===== src/rtl/interfaz_tx.sv =====
// interfaz_tx: captures an ALU result and feeds it byte by byte (MSB first) into the UART tx core.
// Latency: start to tx one cycle after i_alu_done; each further byte one cycle after the previous i_tx_done.
// Backpressure: paced only by i_tx_done; results arriving while busy are dropped and flagged in o_overrun.
// Optional: define INTERFAZ_TX_HEADER_EN to prefix every result with the HEADER sync byte.
module interfaz_tx #(
  parameter int              DBIT      = 8,
  parameter int              NB_RESULT = 8,
  parameter logic [DBIT-1:0] HEADER    = 8'hA5
) (
  input  logic                 i_clk,
  input  logic                 i_rst,
  input  logic [NB_RESULT-1:0] i_result,
  input  logic                 i_alu_done,
  input  logic                 i_tx_done,
  output logic                 o_tx_start,
  output logic [DBIT-1:0]      o_data,
  output logic                 o_busy,
  output logic                 o_done,
  output logic                 o_overrun
);

  localparam int N_BYTES = NB_RESULT / DBIT;
  // The counter must also hold N_BYTES when the header adds one extra frame.
  localparam int CW = $clog2(N_BYTES + 1);

  localparam logic [1:0] ST_IDLE  = 2'd0;
  localparam logic [1:0] ST_START = 2'd1;
  localparam logic [1:0] ST_WAIT  = 2'd2;

  logic [1:0]           state_q, state_d;
  logic [NB_RESULT-1:0] shift_q, shift_d;
  logic [CW-1:0]        cnt_q, cnt_d;
  logic                 done_q, done_d;
  logic                 ovr_q, ovr_d;
  logic                 accept;
  logic                 hdr_phase;

`ifdef INTERFAZ_TX_HEADER_EN
  logic hdr_q, hdr_d;
  assign hdr_phase = hdr_q;

  // Header phase flag: set on accept, cleared once the header frame has been acknowledged.
  always_ff @(posedge i_clk) begin
    if (!i_rst) begin
      hdr_q <= 1'b0;
    end else begin
      hdr_q <= hdr_d;
    end
  end

  // Header flag next state mirrors the main FSM's accept / header-ack events.
  always_comb begin
    hdr_d = hdr_q;
    if (state_q == ST_WAIT && i_tx_done && hdr_q) begin
      hdr_d = 1'b0;
    end
    if (accept) begin
      hdr_d = 1'b1;
    end
  end
`else
  assign hdr_phase = 1'b0;
`endif

  // Next-state logic: FSM sequencing, byte shifting, done pulse and sticky overrun.
  always_comb begin
    state_d = state_q;
    shift_d = shift_q;
    cnt_d   = cnt_q;
    done_d  = 1'b0;
    ovr_d   = ovr_q;
    accept  = 1'b0;
    case (state_q)
      ST_IDLE: begin
        if (i_alu_done) begin
          accept = 1'b1;
        end
      end
      ST_START: begin
        state_d = ST_WAIT;
        if (i_alu_done) begin
          ovr_d = 1'b1;
        end
      end
      ST_WAIT: begin
        if (i_tx_done) begin
          if (cnt_q != '0) begin
            // The header frame does not consume result bits, so skip the shift.
            if (!hdr_phase) begin
              shift_d = shift_q << DBIT;
            end
            cnt_d   = cnt_q - CW'(1);
            state_d = ST_START;
            if (i_alu_done) begin
              ovr_d = 1'b1;
            end
          end else begin
            // Last byte acknowledged; a coincident new result chains straight into START.
            done_d  = 1'b1;
            state_d = ST_IDLE;
            if (i_alu_done) begin
              accept = 1'b1;
            end
          end
        end else if (i_alu_done) begin
          ovr_d = 1'b1;
        end
      end
      default: begin
        state_d = ST_IDLE;
      end
    endcase
    if (accept) begin
      shift_d = i_result;
`ifdef INTERFAZ_TX_HEADER_EN
      cnt_d   = CW'(N_BYTES);
`else
      cnt_d   = CW'(N_BYTES - 1);
`endif
      state_d = ST_START;
    end
  end

  // State registers with synchronous active-low reset; reset aborts any transfer in flight.
  always_ff @(posedge i_clk) begin
    if (!i_rst) begin
      state_q <= ST_IDLE;
      shift_q <= '0;
      cnt_q   <= '0;
      done_q  <= 1'b0;
      ovr_q   <= 1'b0;
    end else begin
      state_q <= state_d;
      shift_q <= shift_d;
      cnt_q   <= cnt_d;
      done_q  <= done_d;
      ovr_q   <= ovr_d;
    end
  end

  // Outputs decode registered state only, so no input reaches them combinationally.
  assign o_tx_start = (state_q == ST_START);
  assign o_data     = hdr_phase ? HEADER : shift_q[NB_RESULT-1 -: DBIT];
  assign o_busy     = (state_q != ST_IDLE);
  assign o_done     = done_q;
  assign o_overrun  = ovr_q;

endmodule

===== config.mk =====
export PLATFORM = sky130hd
export DESIGN_NAME = interfaz_tx
export DESIGN_NICKNAME = d
export VERILOG_FILES = /design/src/rtl/interfaz_tx.sv
export SDC_FILE = /design/constraint.sdc
export NUM_CORES = 1
export LEC_CHECK = 0
export ABC_CLOCK_PERIOD_IN_PS = 1300
export BUFFER_PORTS_ARGS = -buffer_cell sky130_fd_sc_hd__clkbuf_2
export CORE_AREA = 2 2 39 41
export DETAILED_ROUTE_END_ITERATION = 8
export DIE_AREA = 0 0 41 43
export GPL_TIMING_DRIVEN = 0
export PLACE_DENSITY = 0.75
export RECOVER_POWER = 25
export SETUP_SLACK_MARGIN = 0.3
export SYNTH_ARGS = -nofsm -noshare
export SYNTH_HDL_FRONTEND = slang
export SYNTH_SLANG_ARGS = --single-unit

===== constraint.sdc =====
create_clock -name i_clk -period 1.3 [get_ports i_clk]
set_input_delay 0.13 -clock i_clk [delete_from_list [all_inputs] [get_ports i_clk]]
set_output_delay 0.13 -clock i_clk [all_outputs]
set_load 0.005 [all_outputs]

======== After elaboration in Yosys (flattened, before gate mapping) ========
Index checks and enable logic that the tools add are counted.
storage, ports and cells
  memories ................................ 0
  bits of input ports ..................... 12
  output and inout bits ................... 12
  register bits after elaboration ......... 13
  word-level logic and storage cells ...... 46
  bits in latches ......................... 0
  ROM bits ................................ 0
  bits in writable memories ............... 0
operators by class
  bitwise gates (word level) .............. 2
  order comparisons ....................... 0
  shift operators ......................... 0
  eq/ne operators ......................... 6
  div/mod/pow operators ................... 0
  $mul .................................... 0
  reductions and logical operators ........ 13
  multiplexer cells ....................... 18
  add/subtract/negate cells ............... 1
operators with widths
  cell                                                  number
  two-way mux 8 bit                                     4
  two-way mux 1 bit                                     10
  nonzero test 2 bit                                    5
  AND reduction 2 bit                                   4
  != test 3 bit (second input constant)                 2
  case mux 2 bit (3 select lines)                       1
  AND reduction 3 bit                                   2
  != test 2 bit (second input constant)                 2
  case mux 1 bit (2 select lines)                       2
  equality test 2 x 1 -> 1 bit (second input constant)  1
  equality test 2 bit (second input constant)           1
  logical NOT 2 bit                                     1
  two-way mux 2 bit                                     1
  NOT 1 bit                                             2
  OR reduction 2 bit                                    1
  subtractor 1 bit (second input constant)              1

======== Logic depth before layout (Yosys ltp) ========
  depth after elaboration ................. 6
  gate-level depth with buffers ........... 4
  gate-level depth less buffers ........... 3

======== Worst setup path after synthesis ========
OpenSTA, ideal clock, no wires.
  path type ............................... flip-flop to flip-flop
  start ................................... reg state_q[1]
  end ..................................... reg shift_q[0] (netlist: o_data[0])
  stages on the path, launching flop included .. 5
  setup slack ............................. 0.311 ns
  data arrival time ....................... 0.917 ns
  buffers on the path ..................... 1
  clock period less this slack ............ 0.989 ns
  data required time ...................... 1.228 ns
  library setup time ...................... 0.072 ns
  cell sequence ........................... dfxtp_1 > nor2b_1 > nor3b_2 > buf_6 > mux2i_1
between the ends
  longest elaborated chain between the ends .. 4
  elaborated cells on any way between the ends .. 8
  classes of those cells .................. eq/ne (1); mux (2); reduce/logical (5)
RTL lines
  element                                                   RTL line  RTL
  start: declaration                                        30        logic [1:0] state_q, state_d;
  start signal: assignment                                  133       state_q <= state_d;
  equality test 2 bit or logical NOT 2 bit (tied branches)  73        case (state_q)
  case mux 1 bit (2 select lines)                           73
  nonzero test 2 bit (no line)                              -
  AND reduction 3 bit (no line)                             -
  end signal: assignment                                    134       shift_q <= shift_d;
  end: declaration                                          31        logic [NB_RESULT-1:0] shift_q, shift_d;
Several ways; a longest one is shown, not always the timed one.
A chain may end at the register's enable or synchronous reset.

======== Final worst setup path ========
  start ................................... reg state_q[0]
  end ..................................... out o_tx_start
between the ends
  longest elaborated chain between the ends .. 1
RTL lines
  element                       RTL line  RTL
  equality test 2 x 1 -> 1 bit  142       assign o_tx_start = (state_q == ST_START);
  end: declaration              15        output logic o_tx_start,
Every way passes these cells.

==> impl_metrics.env <==
export IMPL_std_cell_rows=14
export IMPL_antenna_cells=0
export IMPL_clockPowerShare_pct=29.0
export IMPL_htreeDepth=1
export IMPL_synthTopCellsByArea="dfxtp_1 50%, mux2i_1 17%, nand2_1 13%"
export IMPL_max_slew_margin_pct=72.6
export IMPL_finalNetCount=91
export IMPL_p_seq_share_pct=54.4
export IMPL_synth_seq_area_share_pct=50.3
export IMPL_worstPathArrival_ns=0.98
export IMPL_ys_warn_count=0
export IMPL_wl_per_cell_um=10.4
export IMPL_place_inst=88
export IMPL_dp_hpwl_um=679
export IMPL_hp_class="primary input to flip-flop"
export IMPL_r2r_slack_ns=0.21
export IMPL_die_y_um=43
export IMPL_leakagePower_nw=0.322
export IMPL_start_kind="flip-flop"
export IMPL_max_freq_mhz=902
export IMPL_placed_area_um2=608
export IMPL_drt_pass1_iterations=2
export IMPL_grt_ovfl_total=0
export IMPL_numCtsBuffers=3
export IMPL_grt_pass1_wl_mm=1.46
export IMPL_hold_violations=0
export IMPL_path_class="flip-flop to output port"
export IMPL_reg2reg_from="state_q[1]$_SDFFE_PP0P_"
export IMPL_initial_core_util_pct=34.5
export IMPL_finalHoldWorstSlack_ns=0.0868
export IMPL_grt_pass1_vias=356
export IMPL_num_vias=425
export IMPL_path_clk_slew_ns=0.07
export IMPL_maxCapViolCount=0
export IMPL_drive_gt1_share_pct=40.3
export IMPL_drtAntennaViolNets=0
export IMPL_min_from="i_result[5]"
export IMPL_critical_path_max_fanout=5
export IMPL_ff2ff_path_depth=4
export IMPL_worst_clock_skew_ns=0.00200
export IMPL_gp_congestion=0.574
export IMPL_cp_required_ns=1.17
export IMPL_syn_num_nets=62
export IMPL_core_area_um2=1380
export IMPL_syn_inst=50
export IMPL_ir_worst_vdd_uv=462
export IMPL_port_buffers=22
export IMPL_setup_viol=0
export IMPL_finalNonFillerCells=93
export IMPL_crit_family="flip-flops"
export IMPL_cp_slowest_stage_delay_ns=0.43
export IMPL_p_switching_mw=0.177
export IMPL_cts_root_buf="clkbuf_4"
export IMPL_min_delay_worst_endpoint="o_data[5]$_SDFFE_PN0P_"
export IMPL_intPower_mw=0.568
export IMPL_yosys_register_bits=12
export IMPL_cp_slowest_cell="dfxtp_1"
export IMPL_antenna_found_initial=0
export IMPL_p_per_area_nw_per_um2=1120
export IMPL_netlist_area_um2=478
export IMPL_rr_endpoint="o_data[1]$_SDFFE_PN0P_"
export IMPL_syn2layout_area_growth_pct=39.0
export IMPL_ios=24
export IMPL_grt_setup_unrepaired="yes"
export IMPL_crit_chain="and2b_1 -> clkbuf_2"
export IMPL_swShare_pct=23.8
export IMPL_crit_buf_inv=1
export IMPL_min_period_over_period_pct=85.3
export IMPL_design_area_um2=664
export IMPL_cts_hold_buffers_added=0
export IMPL_cp_depth=2
export IMPL_combPwrFrac_pct=16.5
export IMPL_max_slew_worst_pin_slew_ns=0.411
export IMPL_setup_tns_ns=0
export IMPL_tritoncts="done"
export IMPL_design_die_area_um2=1760
export IMPL_drt_vias_per_instance=4.57
export IMPL_end_kind="output port"
export IMPL_clk_path_buf_depth=2
export IMPL_clkSinkCount=12
export IMPL_drc=0
export IMPL_grt_start_max_net_pins=11
export IMPL_syn_avg_cell_area_um2=9.56
export IMPL_yosysTopAreaCellShare_pct=50.3
export IMPL_ys_types=17
export IMPL_track_usage_pct=12.6
export IMPL_maxSlewViolCount=0
export IMPL_min_period_ns=1.11
export IMPL_outcome="complete, no violations"
export IMPL_hold_path_depth=3
export IMPL_clock_latency_ns=0.26
export IMPL_routed_wl_um=965
export IMPL_drt_iter0_drc=5
export IMPL_die_width_um=41
export IMPL_synth_largest_area_cell="dfxtp_1"
[area by class of cell]
cell class	instances	area, µm²
plain buffers	3	20.0
clock buffers	3	22.5
fillers	145	719
multi-input cells	35	239
flip-flops and latches	12	241
well taps	16	20.0
repair buffers	24	121
[sequential cells by signal, indices dropped and copies added, names as in the netlist]
name and count:
o_overrun 1, state_q 2, o_done 1, o_data 8
[power groups by stage]
stage               combinational [mW]  sequential, mW  clock [mW]
floorplan                       0.0607           0.413           0
global placement                 0.109           0.411           0
detailed placement               0.111           0.412           0
CTS                              0.125           0.406       0.232
global route                     0.137           0.410       0.256
finish                           0.123           0.406       0.216
[synth_stat cells (all sizes together)]
cell and n:
nor2b 1, or2 1, nand2 16, o21a 1, o21ai 1, nor3b 2
nor3 1, and2b 1, and4b 1, mux2i 8, dfxtp 12, and2 1
clkbuf 1, nor2 1, buf 2
[logic make-up after synthesis]
family,count (synthesis),share of synthesized area (%)
AOI/OAI and AO/OA,2,2.62
DFF,12,50.3
muxes,8,16.8
and+or+nand+nor,25,26.2
buffers and inverters,3,4.19
[metrics by stage]
step / total power [mW] / setup WS (ns) / util (%)
after floorplan: 0.474 / 0.311 / -
after global placement: 0.520 / 0.258 / 43.9
after detailed placement: 0.524 / 0.203 / 43.9
after CTS: 0.763 / 0.190 / 48.0
after global routing: 0.802 / 0.106 / 48.0
final: 0.746 / 0.192 / 48.0
[per-layer routing]
| metal | vias to the layer above | global-route usage [%] | share of wire [%] |
|---|---|---|---|
| met3 | 2 | 4.71 | 8.7 |
| met1 | 185 | 16.0 | 48 |
| met4 | 0 | 8.00 | 1.6 |
| met5 | - | 0 | 0 |
| li1 | 219 | - | - |
| met2 | 19 | 17.2 | 42 |
[timing repair]
item | in CTS | in global routing
gates cloned | 1 | 0
pin swaps | 0 | 1
setup endpoints to repair | 11 | 12
setup buffers | 1 | 0
resized for setup | 7 | 1
[how the worst max path moves through the flow]
stage                       startpoint                endpoint  slack [ns]
4_1_cts        state_q[1]$_SDFFE_PP0P_  o_data[6]$_SDFFE_PN0P_        0.19
2_1_floorplan  state_q[1]$_SDFFE_PP0P_  o_data[0]$_SDFFE_PN0P_        0.31
6_report       state_q[0]$_SDFFE_PN0P_              o_tx_start        0.19
5_1_grt        state_q[0]$_SDFFE_PN0P_              o_tx_start        0.11
3_3_place_gp   state_q[1]$_SDFFE_PP0P_  o_data[6]$_SDFFE_PN0P_        0.26
3_5_place_dp   state_q[1]$_SDFFE_PP0P_  o_data[6]$_SDFFE_PN0P_        0.20
[cell usage in the layout (no fill, tap or decap), drive strengths merged, types with 2 or more instances in the layout]
| cell type | netlist | final |
|---|---|---|
| nor3b | 2 | 2 |
| dfxtp | 12 | 12 |
| mux2i | 8 | 8 |
| nand2 | 16 | 16 |
| clkbuf | 1 | 26 |
| buf | 2 | 4 |
[worst reg2reg max path: stages (launching register included)]
cell and delay [ns]:
dfxtp_2 0.34, nor2b_4 0.13, nor3b_4 0.21, buf_6 0.16
mux2i_1 0.18
Note: power is estimated with default switching activity, not from simulation.
